[src/rtl/mem_bus_pkg.sv]
// Shared types and constants for the CPU-side memory bus router.
// The region numbers fix where BRAM and the peripheral controller sit in the address map.
package mem_bus_pkg;

  typedef enum logic [1:0] {
    IDLE = 2'd0,
    REQ  = 2'd1,
    RESP = 2'd2
  } state_e;

  localparam int unsigned REGION_BRAM = 32'd0;
  localparam int unsigned REGION_IO   = 32'd1;
  localparam int unsigned TIMEOUT_DEF = 32'd15;
  localparam int unsigned ERR_CNT_W   = 32'd16;
  localparam int unsigned TMO_CNT_W   = 32'd8;

endpackage

[src/rtl/mem_bus_decode.sv]
// Combinational region decode: splits a CPU address into region index, mapped flag,
// one-hot slave select and the slave-local offset.
module mem_bus_decode
  import mem_bus_pkg::*;
#(
  parameter int ADDR_W      = 32,
  parameter int REGION_BITS = 4,
  parameter int N_SLV       = 4
) (
  input  logic [ADDR_W-1:0]             addr,
  output logic [REGION_BITS-1:0]        idx,
  output logic                          mapped,
  output logic [N_SLV-1:0]              sel,
  output logic [ADDR_W-REGION_BITS-1:0] offset
);

  // Region index from the top bits; the extra compare bit allows N_SLV == 2^REGION_BITS.
  always_comb begin
    idx    = addr[ADDR_W-1 -: REGION_BITS];
    offset = addr[ADDR_W-REGION_BITS-1:0];
    mapped = ({1'b0, idx} < (REGION_BITS+1)'(N_SLV));
    sel    = '0;
    for (int i = 0; i < N_SLV; i++) begin
      sel[i] = (idx == REGION_BITS'(i));
    end
  end

endmodule

[src/rtl/mem_bus_router.sv]
// Routes one CPU load/store at a time to one of N_SLV slave regions with a req/ack
// handshake, reporting unmapped addresses and slave timeouts as bus errors.
module mem_bus_router
  import mem_bus_pkg::*;
#(
  parameter int ADDR_W      = 32,
  parameter int DATA_W      = 32,
  parameter int N_SLV       = 4,
  parameter int REGION_BITS = 4,
  parameter int TIMEOUT     = TIMEOUT_DEF
) (
  input  logic                          clk,
  input  logic                          rst,
  input  logic                          cpu_req,
  input  logic                          cpu_we,
  input  logic [ADDR_W-1:0]             cpu_addr,
  input  logic [DATA_W-1:0]             cpu_wdata,
  output logic                          cpu_ready,
  output logic [DATA_W-1:0]             cpu_rdata,
  output logic                          cpu_err,
  output logic                          cpu_busy,
  output logic [N_SLV-1:0]              s_req,
  output logic                          s_we,
  output logic [ADDR_W-REGION_BITS-1:0] s_addr,
  output logic [DATA_W-1:0]             s_wdata,
  input  logic [N_SLV*DATA_W-1:0]       s_rdata,
  input  logic [N_SLV-1:0]              s_ack,
  output logic [ERR_CNT_W-1:0]          err_count
);

  localparam int OFF_W = ADDR_W - REGION_BITS;
  localparam logic [TMO_CNT_W-1:0] TIMEOUT_C = TMO_CNT_W'(TIMEOUT);

  state_e                 state_r, state_s;
  logic [TMO_CNT_W-1:0]   cnt_r, cnt_s;
  logic [REGION_BITS-1:0] idx_s, idx_r;
  logic                   mapped_s;
  logic [N_SLV-1:0]       sel_s, sel_r;
  logic [OFF_W-1:0]       off_s;
  logic                   ack_hit_s;
  logic [DATA_W-1:0]      slv_rdata_s, resp_data_s;
  logic                   resp_err_s;

  mem_bus_decode #(
    .ADDR_W      (ADDR_W),
    .REGION_BITS (REGION_BITS),
    .N_SLV       (N_SLV)
  ) u_decode (
    .addr   (cpu_addr),
    .idx    (idx_s),
    .mapped (mapped_s),
    .sel    (sel_s),
    .offset (off_s)
  );

  // Read-data mux for the latched region.
  always_comb begin
    slv_rdata_s = '0;
    for (int i = 0; i < N_SLV; i++) begin
      slv_rdata_s = (idx_r == REGION_BITS'(i)) ? s_rdata[i*DATA_W +: DATA_W] : slv_rdata_s;
    end
  end

  // Next state, timeout counter and the response to present on entry to RESP.
  always_comb begin
    state_s     = state_r;
    cnt_s       = cnt_r;
    resp_data_s = '0;
    resp_err_s  = 1'b0;
    ack_hit_s   = |(s_ack & sel_r);
    case (state_r)
      IDLE: begin
        if (cpu_req) begin
          if (mapped_s) begin
            state_s = REQ;
          end else begin
            state_s    = RESP;
            resp_err_s = 1'b1;
          end
        end else begin
          state_s = IDLE;
        end
      end
      REQ: begin
        // An ack in the expiry cycle still counts as success.
        if (ack_hit_s) begin
          state_s     = RESP;
          resp_data_s = s_we ? '0 : slv_rdata_s;
        end else begin
          cnt_s = cnt_r + 8'd1;
          if (cnt_s == TIMEOUT_C) begin
            state_s    = RESP;
            resp_err_s = 1'b1;
          end else begin
            state_s = REQ;
          end
        end
      end
      RESP: begin
        state_s = IDLE;
        cnt_s   = '0;
      end
      default: begin
        state_s = IDLE;
        cnt_s   = '0;
      end
    endcase
  end

  // State, request latches and registered CPU/slave outputs.
  always_ff @(posedge clk) begin
    if (rst) begin
      state_r   <= IDLE;
      cnt_r     <= '0;
      idx_r     <= '0;
      sel_r     <= '0;
      cpu_ready <= 1'b0;
      cpu_rdata <= '0;
      cpu_err   <= 1'b0;
      cpu_busy  <= 1'b0;
      s_req     <= '0;
      s_we      <= 1'b0;
      s_addr    <= '0;
      s_wdata   <= '0;
      err_count <= '0;
    end else begin
      state_r   <= state_s;
      cnt_r     <= cnt_s;
      cpu_busy  <= (state_s != IDLE);
      cpu_ready <= (state_s == RESP);
      cpu_rdata <= resp_data_s;
      cpu_err   <= resp_err_s;
      if (state_r == IDLE && cpu_req) begin
        s_we    <= cpu_we;
        s_addr  <= off_s;
        s_wdata <= cpu_wdata;
        idx_r   <= idx_s;
        sel_r   <= sel_s;
      end
      s_req <= (state_s == REQ) ? ((state_r == REQ) ? sel_r : sel_s) : '0;
      if (resp_err_s && err_count != 16'hFFFF) begin
        err_count <= err_count + 16'd1;
      end
    end
  end

endmodule
[config.mk]
export PLATFORM = sky130hd
export DESIGN_NAME = mem_bus_router
export DESIGN_NICKNAME = d
export VERILOG_FILES = /design/src/rtl/mem_bus_pkg.sv /design/src/rtl/mem_bus_decode.sv /design/src/rtl/mem_bus_router.sv
export SDC_FILE = /design/constraint.sdc
export NUM_CORES = 1
export LEC_CHECK = 0
export BUFFER_PORTS_ARGS = -buffer_cell sky130_fd_sc_hd__buf_2
export CAP_MARGIN = 40
export CORE_AREA = 2 2 121 123
export CTS_BUF_LIST = sky130_fd_sc_hd__clkbuf_8
export CTS_CLUSTER_SIZE = 14
export DETAILED_ROUTE_END_ITERATION = 10
export DIE_AREA = 0 0 123 125
export MAX_ROUTING_LAYER = met4
export PLACE_DENSITY = 0.78
export SYNTH_ARGS = -nofsm -noshare
export SYNTH_HDL_FRONTEND = slang
export SYNTH_HIERARCHICAL = 1
export SYNTH_SLANG_ARGS = --single-unit
[constraint.sdc]
create_clock -name clk -period 1.9 [get_ports clk]
set_input_delay 0.285 -clock clk [delete_from_list [all_inputs] [get_ports clk]]
set_output_delay 0.285 -clock clk [all_outputs]
set_load 0.02 [all_outputs]
==> metrics.md, run 1 <==
| Metric | Value |
|---|---|
| Post-synthesis adder-cell area fraction | 0.644% |
| Share of total power in the clock network | a little under two fifths |
| Multi-input gate area | 2810 um^2 |
| Proportion of layout cells with a drive suffix above 1 | between 40% and 50% |
| Synth-to-Final Area Change | 39.9% |
| F_max | 479 MHz |
| Number of max-cap violations | 0 |
| WL/cell | 15.2 um |
| Critical path required time | between 2 and 2.5 ns |
| CTS tree | yes |
| Data arrival time at the worst-slack endpoint | 2.45 ns |
| Dominant cell type by area after synthesis | dfxtp_1 |
| Initial Util | between 40% and 50% |
| Synth Warn # | 6 |
| Worst skew pair latency | 0.43 ns |
| Dpl hpwl | 12800 um |
| Vias per cell | 4.98 |
| Syn nets | 839 |
| H-Tree Depth | 4 |
| Die height | 125 um |
| Core Area | between 10000 and 15000 um^2 |
| Crit path capture type | flop |
| Failing checks | negative setup slack |
| Post-Layout Cell Count | 1142 |
| # clock sinks | 134 |
| Ys async rst share | 0% |
| RD Place Congestion | slightly above 0.8 |
| Total Die Area | 15400 um^2 |
| Initial antenna violation count | 0 |
| Most frequent cell after synthesis | nand2_1 |
| Layout Nets | between 1000 and 1500 |
| Peak per-stage delay on the critical path | 0.46 ns |
| Post-Syn Area | 5830 um^2 |
| Worst setup margin | -0.187 ns |
| Worst Setup Start Kind | flop |
| Routed Antenna Nets | 0 |
| Unrepaired setup endpoints after global routing | true |
| Final Setup Violations | 20 |
| Largest net degree at the start of global routing | ~70 |
| Mean Syn Cell Area | 9.17 um^2 |
| Post-synth top area share | 46.0% |
| Total track usage | 22.7% |
| Net Sw Power | 1.68 mW |
| # port buffers | 315 |
| Router iterations before antenna repair | 4 |
| Mux contribution to synthesized area | 12.5% |
| Sw Ratio | 26.7% |
| Place WS | -0.192 ns |
| Final Hold Viols | 0 |
| DIE WIDTH | 123 um |
| Min Tclk post-route | 2.09 ns |
| Pint | 4.61 mW |
| Crit-path cells | ha_4 > buf_4 > nand2_1 > xor2_4 > a31oi_4 > buf_6 > or4_4 > a21oi_1 |
| Post-Synth XOR/XNOR Area | 1.35% |
| Number of CTS-inserted buffers | 17 |
| Min-Delay Path Class | in -> reg |
| Slew Limit Headroom | 49.6% |
| Fin crit share | 110% |
| WL final | 17300 um |
| Total number of vias | roughly 5700 |
| Fin Hold WS | 0.0869 ns |
| Most common library cells after synthesis | nand2_1, dfxtp_1, a21oi_1 |
| Crit Path Max Fanout | 5 |
| Clock root buffer | clkbuf_8 |
| Setup TNS | -2.03 ns |
| Synth Flop Type | dfxtp_1 |
| Io pins | 316 |
| Register area | 2700 um^2 |
| Vias in the first global route | 5502 |
| FF+latch count, synth | 134 |
| Slew @ Worst Pin | 0.756 ns |
| Layout Skew | 0.0122 ns |
| Largest family of logic cells by synthesized area | simple AND/OR/NAND/NOR gates |
| Share of power burned in registers | a little under half |
| Clk slew on worst S/H paths | 0.08 ns |
| Largest cells by area after synthesis | dfxtp_1, mux4_2, nand2_1 |
| Tot Pwr | 6.29 mW |
| Outcome | finished with violations |
| Critical-path top delay cell | or4_4 |
| PD cells | about 770 nW/um^2 |
| VDD IR max | 0.00112 V |
| DRT iter0 DRCs | 306 |
| Post-synthesis compound-gate area fraction | 11.1% |
| Leak | about 3.8 nW |
| Fillers | roughly 1200 |
| Worst Setup Path Type | reg -> reg |
| First-pass GRT wire length | 26400 um |
| Clock buffer depth | 2 |
| Post-synth EDFFs | 0 |
| Placed cells | 1104 |
| CP delay by family, top | simple AND/OR/NAND/NOR gates |
| Antenna diode count | 0 |
| FP Rows | 44 |
| Seq/Total Area, Yosys | between 40% and 50% |
| Pins Over Slew Limit | 0 |
| Synthesized instance count | 636 |
| Post-route DRC | 0 |
| Total grt overflow | 0 |
| Worst path bufs/invs | 2 |
| Logic gate share of total power | 15.8% |
| Synth Area in Simple Gates | between 20% and 30% |
| Synth cell types | 43 |
stage by stage:
| step | utilization (%) | instance area (um^2) |
|---|---|---|
| global route | 57.5 | 8160 |
| global placement | 53.9 | 7660 |
| finish | 57.5 | 8160 |
| CTS | 57.3 | 8150 |
| detailed placement | 53.9 | 7660 |
| floorplan | - | 5880 |
logic make-up (layout without fill, tap and decap cells):
kind of cell               count (synthesis)  count (layout)
buffers and inverters                     82             403
adders and majority gates                  3               3
DFF                                      134             134
xor gates and xnor gates                   9               9
and+or+nand+nor                          261             261
muxes                                     33              33
AOI/OAI and AO/OA                        114             115
cell type report:
type                       count  share of cell area (%)
multi-input combinational    421                    34.5
sequential                   134                    33.1
timing repair buffer         363                    24.5
clock buffer                  19                    3.20
tap                          184                    2.82
clock inverter                13                    1.61
inverter                       8                   0.368
path summary, 6_finish.rpt:
check	startpoint	to	slack (ns)	cells after the start
setup / recovery	cnt_r[1]	err_count[13]	-0.19	8
hold / removal	cpu_addr[5]	s_addr[5]	0.09	3
setup reg to reg	cnt_r[1]	err_count[13]	-0.19	8
hold reg to reg	s_wdata[28]	s_wdata[28]	0.45	2
repair_timing:
action,in CTS,in global routing
hold buffers,0,0
setup buffers,5,0
gates cloned,1,0
resized for setup,11,5
pin swaps,6,3
endpoints found under the setup margin,15,21
routing by layer:
layer / GRT usage (%) / wire (um)
met1: 26.0 / 6940
met2: 37.7 / 8740
met3: 6.30 / 1310
met4: 7.95 / 335
met5: - / 0
worst min-delay path, cell delays in order:
cell,delay (ns)
buf_2,0.09
nand2_1,0.04
a21oi_1,0.05
flip-flops by register name, indices dropped and copies added (netlist names), 2 cells and up:
signal     count
idx_r          4
s_wdata       32
err_count     16
cnt_r          8
s_req          4
sel_r          4
state_r        2
cpu_rdata     32
s_addr        28
placed cells by master (no fill, tap or decap), types with 5 or more instances in the layout:
cell        n
xor2_1      7
inv_1       9
clkbuf_8   19
and3_1      5
nand3_1    12
dfxtp_2     7
nand2_1   155
buf_2     315
nor2b_1    33
dfxtp_1   125
o31ai_1    11
a21oi_1    87
mux4_2     32
buf_4      41
or4_1       9
nor2_1     19
power by group through the flow:
stage               registers (mW)  logic, mW  clock network, mW
global placement              3.03      0.955                  0
detailed placement            3.04      0.973                  0
finish                        2.97      0.991               2.33
global route                  2.98       1.08               2.53
CTS                           2.97      0.994               2.39
floorplan                     3.14      0.482                  0
Power figures use the tool's default switching activity.
==> run 2, diff against run 1 <==
--- a/config.mk
+++ b/config.mk
@@ -14,6 +14,7 @@
 export DIE_AREA = 0 0 123 125
 export MAX_ROUTING_LAYER = met4
 export PLACE_DENSITY = 0.78
+export RECOVER_POWER = 50
 export SYNTH_ARGS = -nofsm -noshare
 export SYNTH_HDL_FRONTEND = slang
 export SYNTH_HIERARCHICAL = 1
==> metrics.md, run 2 (synthesized netlist as in run 1, its figures left out) <==
| Metric | Value |
|---|---|
| Outcome | finished with violations |
| Failing checks | negative setup slack |
| Final Setup Violations | 20 |
| Logic gate share of total power | between 15 and 20% |
| Number of CTS-inserted buffers | 17 |
| DIE WIDTH | 123 um |
| PD cells | 782 nW/um^2 |
| Total grt overflow | 0 |
| Leak | around 3.3 nW |
| F_max | 479 MHz |
| Layout Nets | between 1000 and 1500 |
| FP Rows | 44 |
| Clock buffer depth | 2 |
| Antenna diode count | 0 |
| Worst Setup Start Kind | flop |
| Post-route DRC | 0 |
| Final Hold Viols | 0 |
| Router iterations before antenna repair | 4 |
| Slew @ Worst Pin | 0.753 ns |
| Die height | ~130 um |
| First-pass GRT wire length | 26400 um |
| Setup TNS | -2.02 ns |
| H-Tree Depth | 4 |
| Largest net degree at the start of global routing | 71 |
| Clk slew on worst S/H paths | 0.08 ns |
| # port buffers | 315 |
| Unrepaired setup endpoints after global routing | true |
| VDD IR max | 0.00113 V |
| Vias per cell | 4.97 |
| Pins Over Slew Limit | 0 |
| Net Sw Power | 1.69 mW |
| Worst skew pair latency | 0.43 ns |
| Total number of vias | 5671 |
| R2r endpoint | err_count[13] |
| Total Die Area | around 15000 um^2 |
| Initial antenna violation count | 0 |
| Layout Skew | 0.0116 ns |
| Critical path required time | 2.26 ns |
| Largest registers | cpu_rdata x32, s_wdata x32, s_addr x28 |
| Sw Ratio | a little over a quarter |
| Place WS | -0.192 ns |
| Share of total power in the clock network | 37.2% |
| Routed Antenna Nets | 0 |
| Crit path capture type | flop |
| Data arrival time at the worst-slack endpoint | 2.45 ns |
| Proportion of layout cells with a drive suffix above 1 | approximately 36% |
| Worst setup margin | -0.187 ns |
| CTS tree | yes |
| Dpl hpwl | 12800 um |
| Pint | 4.59 mW |
| Placed cell area | approximately 7700 um^2 |
| Core Area | roughly 14000 um^2 |
| Initial Util | ~41% |
| HP Start | cpu_addr[5] |
| Commonest non-fill, non-tap cells in the layout | buf_2, nand2_1, dfxtp_1, clkbuf_1, a21oi_1 |
| Slew Limit Headroom | approximately 50% |
| Hold path cells | 3 |
| Most common cell after layout, fill and taps aside | buf_2 |
| # clock sinks | 134 |
| DRT iter0 DRCs | 276 |
| Number of max-cap violations | 0 |
| Worst r2r src | cnt_r[1] |
| Share of power burned in registers | between 40% and 50% |
| Fin crit share | 110% |
| Min Tclk post-route | 2.09 ns |
| WL final | 17400 um |
| Finished Cell Area | 8020 um^2 |
| WHS Endpoint | s_addr[5] |
| Worst Setup Path Type | reg -> reg |
| Io pins | 316 |
| Total track usage | 22.7% |
| Tot Pwr | between 6 and 7 mW |
| Fin Hold WS | 0.0883 ns |
| RD Place Congestion | 0.828 |
| Synth-to-Final Area Change | 37.5% |
| Clock root buffer | clkbuf_8 |
| Post-Layout Cell Count | 1142 |
| Fillers | between 1000 and 1500 |
| WL/cell | 15.2 um |
| Min-Delay Path Class | in -> reg |
| Hold_buf cts | 0 |
| Path depth of the worst reg2reg path | 8 |
| Crit Path Max Fanout | 5 |
| Vias in the first global route | ~5500 |
| Placed cells | 1104 |
| Setup slack, reg-to-reg | -0.19 ns |
| Final core utilization | 56.5% |
## run 2: cell count changes in the layout (fill, tap and decap cells not counted), sizes merged
cell | before | now
buf | 363 | 249
clkbuf | 19 | 133
## run 2: critical path, stage by stage, from the launching register on
cell and delay (ns):
dfxtp_4 0.37, ha_4 0.16, buf_4 0.13, nand2_1 0.14, xor2_4 0.25, a31oi_4 0.19, buf_6 0.17, or4_4 0.46
a21oi_1 0.14
## run 2: worst max path at each step
| stage | from | end | slack [ns] |
|---|---|---|---|
| after detailed placement | cnt_r[1] | err_count[6] | -0.19 |
| final | cnt_r[1] | err_count[13] | -0.19 |
| after floorplan | err_count[2] | err_count[1] | -0.02 |
| after global placement | cnt_r[1] | err_count[12] | -0.13 |
| after global routing | cnt_r[1] | err_count[4] | -0.26 |
| after CTS | cnt_r[1] | err_count[14] | -0.17 |
## run 2: power groups by stage
stage	sequential, mW	combinational [mW]	clock, mW
after floorplan	3.14	0.482	0
after global placement	3.03	0.955	0
after detailed placement	3.04	0.973	0
after CTS	2.97	0.994	2.39
after global routing	2.99	1.05	2.53
final	2.97	0.965	2.33
## run 2: repair_timing
item / in CTS / in global routing
pin swaps: 6 / 3
setup endpoints to repair: 15 / 21
cloned: 1 / 0
buffers inserted: 5 / 0
gates resized for setup: 11 / 5
## run 2: area by class of cell
class	instances	area, um^2	area share, %
sequential	134	2700	33.6
tap	184	230	2.87
clock buffer	19	262	3.26
multi-input combinational	421	2810	35.1
clock inverter	13	131	1.64
timing repair buffer	363	1860	23.1
inverter	8	30.0	0.374
## run 2: routing by layer
layer  vias to the layer above  track usage [%]  routed length (um)
li1                       2770                -                   -
met1                      2629             26.0                7050
met2                       243             37.7                8720
met3                        29             6.30                1290
met4                         0             7.95                 347
met5                         -                -                   0
==> run 3, diff against run 2 <==
--- a/config.mk
+++ b/config.mk
@@ -5,17 +5,19 @@
 export SDC_FILE = /design/constraint.sdc
 export NUM_CORES = 1
 export LEC_CHECK = 0
+export ABC_AREA = 1
 export BUFFER_PORTS_ARGS = -buffer_cell sky130_fd_sc_hd__buf_2
 export CAP_MARGIN = 40
-export CORE_AREA = 2 2 121 123
+export CORE_AREA = 2 2 123 125
 export CTS_BUF_LIST = sky130_fd_sc_hd__clkbuf_8
 export CTS_CLUSTER_SIZE = 14
 export DETAILED_ROUTE_END_ITERATION = 10
-export DIE_AREA = 0 0 123 125
+export DIE_AREA = 0 0 125 127
 export MAX_ROUTING_LAYER = met4
-export PLACE_DENSITY = 0.78
+export PLACE_DENSITY = 0.77
 export RECOVER_POWER = 50
 export SYNTH_ARGS = -nofsm -noshare
 export SYNTH_HDL_FRONTEND = slang
 export SYNTH_HIERARCHICAL = 1
 export SYNTH_SLANG_ARGS = --single-unit
+export TNS_END_PERCENT = 50
==> metrics.md, run 3 <==
| Metric | Value |
|---|---|
| Outcome | finished, final reports clean |
| Largest cells by area after synthesis | dfxtp_1, nor2_1, nand2_1 |
| Hold_buf cts | 0 |
| Clock buffer depth | 2 |
| Total number of vias | 6534 |
| Leak | 3.40 nW |
| Clock root buffer | clkbuf_8 |
| Peak per-stage delay on the critical path | between 0.3 and 0.4 ns |
| Vias per cell | 5.02 |
| Post-synth top area share | between 40% and 50% |
| Number of CTS-inserted buffers | 17 |
| Pins Over Slew Limit | 0 |
| DIE WIDTH | 125 um |
| Fillers | 1458 |
| R2r endpoint | err_count[12] |
| Total track usage | 23.7% |
| RD Place Congestion | 0.860 |
| FF+latch count, synth | 134 |
| Max layer used | met4 |
| Vias in the first global route | 6003 |
| Setup slack, reg-to-reg | around 0.12 ns |
| Crit path capture type | flop |
| Data arrival time at the worst-slack endpoint | 2.13 ns |
| Synth Flop Type | dfxtp_1 |
| CP Launch Point | cnt_r[0] |
| Most common cell after layout, fill and taps aside | buf_2 |
| PD cells | 865 nW/um^2 |
| Largest registers | cpu_rdata x32, s_wdata x32, s_addr x28 |
| Crit path to | err_count[12] |
| Worst skew pair latency | approximately 0.45 ns |
| Setup TNS | 0 ns |
| CTS tree | yes |
| Met3 wire len | 1460 um |
| First-pass GRT wire length | 29600 um |
| Post-Syn Area | 5990 um^2 |
| Core Area | 14400 um^2 |
| Min Tclk post-route | roughly 1.8 ns |
| Dpl hpwl | 13600 um |
| F_max | 562 MHz |
| Fin crit share | between 90% and 100% |
| Synth Area in Simple Gates | 30.0% |
| Min-Delay Path Class | in -> reg |
| Mux contribution to synthesized area | 0.167% |
| Post-Synth XOR/XNOR Area | less than 1% |
| Post-route DRC | 0 |
| Synthesized instance count | 833 |
| Initial Util | roughly two fifths |
| Router iterations before antenna repair | 5 |
| Slew @ Worst Pin | 0.523 ns |
| Crit Path Max Fanout | 16 |
| Antenna diode count | 0 |
| Die height | 127 um |
| FP Rows | 44 |
| Post-synthesis compound-gate area fraction | 13.9% |
| Crit path depth | 12 |
| Slew Limit Headroom | about 65% |
| Commonest non-fill, non-tap cells in the layout | buf_2, nor2_1, nand2_1, dfxtp_1, clkbuf_1 |
| # port buffers | 315 |
| Syn nets | 1036 |
| Post-synthesis adder-cell area fraction | 0.627% |
| Post-synth EDFFs | 0 |
| Most frequent cell after synthesis | nor2_1 |
| Critical-path top delay cell | dfxtp_2 |
| Routed Antenna Nets | 0 |
| VDD IR max | 0.000555 V |
| Synth Warn # | 6 |
| Mean Syn Cell Area | 7.19 um^2 |
| Total Die Area | around 16000 um^2 |
| Dominant cell type by area after synthesis | dfxtp_1 |
| Synth-to-Final Area Change | 32.6% |
| Worst Setup Path Type | reg -> reg |
| DRT iter0 DRCs | roughly 360 |
| Crit-path cells | buf_4 > inv_2 > ha_1 > inv_1 > nor2_1 > nand2_1 > nor2_4 > nand4_4 > nand2_8 > nand3_1 > nand2_1 > nor2_1 |
| Initial antenna violation count | 0 |
| Worst path bufs/invs | 3 |
| Number of max-cap violations | 0 |
| Proportion of layout cells with a drive suffix above 1 | 25.5% |
| # clock sinks | around 130 |
| Seq/Total Area, Yosys | 44.8% |
| CP delay by family, top | simple AND/OR/NAND/NOR gates |
| Worst Setup Start Kind | flop |
| WL final | ~19000 um |
| Worst r2r src | cnt_r[0] |
| Path depth of the worst reg2reg path | 12 |
| Tot Pwr | 6.86 mW |
| Layout Skew | 0.0130 ns |
| WL met2 | 9370 um |
| Largest family of logic cells by synthesized area | simple AND/OR/NAND/NOR gates |
| Clk slew on worst S/H paths | 0.08 ns |
| Critical path required time | 2.25 ns |
| H-Tree Depth | 4 |
| Most common library cells after synthesis | nor2_1, nand2_1, dfxtp_1 |
| WL/cell | around 15 um |
| Final Hold Viols | 0 |
| Synth cell types | 32 |
| Final Setup Violations | 0 |
| Met1 wire length | between 8000 and 9000 um |
| Ys async rst share | 0% |
| Io pins | 316 |
| Total grt overflow | 0 |
| Largest net degree at the start of global routing | 65 |
| Layout Nets | 1308 |
[run 3: cells by family (layout without fill, tap and decap cells)]
kind of cell	count (synthesis)	count (layout)
XOR/XNOR	2	2
AO/OA/AOI/OAI	141	141
flip-flops	134	134
buffers and inverters	122	405
AND/OR/NAND/NOR	430	432
adder cells (fa/ha/maj)	3	3
multiplexers	1	1
[run 3: worst min-delay path: cells and delay by family]
kind	cells	cell delay (ns)
AO/OA/AOI/OAI	1	0.05
AND/OR/NAND/NOR	1	0.07
buffers and inverters	1	0.07
[run 3: timing repair]
item | CTS | global route
endpoints found under the setup margin | 0 | 16
gates resized for setup | 0 | 16
setup buffers | 0 | 0
[run 3: worst min-delay path by stage]
stage	slack (ns)	from	to	cells past startpoint
4_1_cts	0.04	cpu_wdata[26]	s_wdata[26]	3
6_report	0.07	cpu_wdata[26]	s_wdata[26]	3
3_3_place_gp	0.46	s_wdata[8]	s_wdata[8]	2
3_5_place_dp	0.47	s_addr[25]	s_addr[25]	2
5_1_grt	0.07	cpu_addr[10]	s_addr[10]	3
2_1_floorplan	0.35	rst	cpu_busy	1
[run 3: power breakdown]
| part | leakage (nW) | switching (mW) | total [mW] | internal [mW] |
|---|---|---|---|---|
| clock | 0.216 | 1.19 | 2.66 | 1.47 |
| sequential | 1.10 | 0.0843 | 3.04 | 2.96 |
| combinational | 2.08 | 0.748 | 1.16 | 0.413 |
| total | 3.40 | 2.02 | 6.86 | 4.84 |
[run 3: final cells by class]
class / instances / area [um^2] / area share [%]
Clock buffer: 18 / 248 / 3.12
Clock inverter: 14 / 196 / 2.48
Inverter: 39 / 146 / 1.84
Multi-Input combinational cell: 579 / 2780 / 35.0
Sequential cell: 134 / 2690 / 33.9
Tap cell: 184 / 230 / 2.90
Timing Repair Buffer: 334 / 1650 / 20.8
[run 3: per-stage QoR]
step / util [%] / hold WS (ns) / setup slack [ns] / area (um^2) / cells
after CTS: 55.5 / 0.0404 / 0.0536 / 8010 / 1300
after global placement: 52.4 / 0.458 / 0.145 / 7560 / 1268
final: 55.0 / 0.0711 / 0.121 / 7940 / 1302
after global routing: 55.0 / 0.0659 / -0.0261 / 7940 / 1302
after floorplan: - / 0.354 / 0.174 / 5990 / 833
after detailed placement: 52.4 / 0.466 / 0.0572 / 7560 / 1268
[run 3: metal layers]
layer	vias up	track usage [%]
li1	3264	-
met1	2962	28.6
met2	284	39.5
met3	24	5.78
met4	0	7.52
met5	-	-
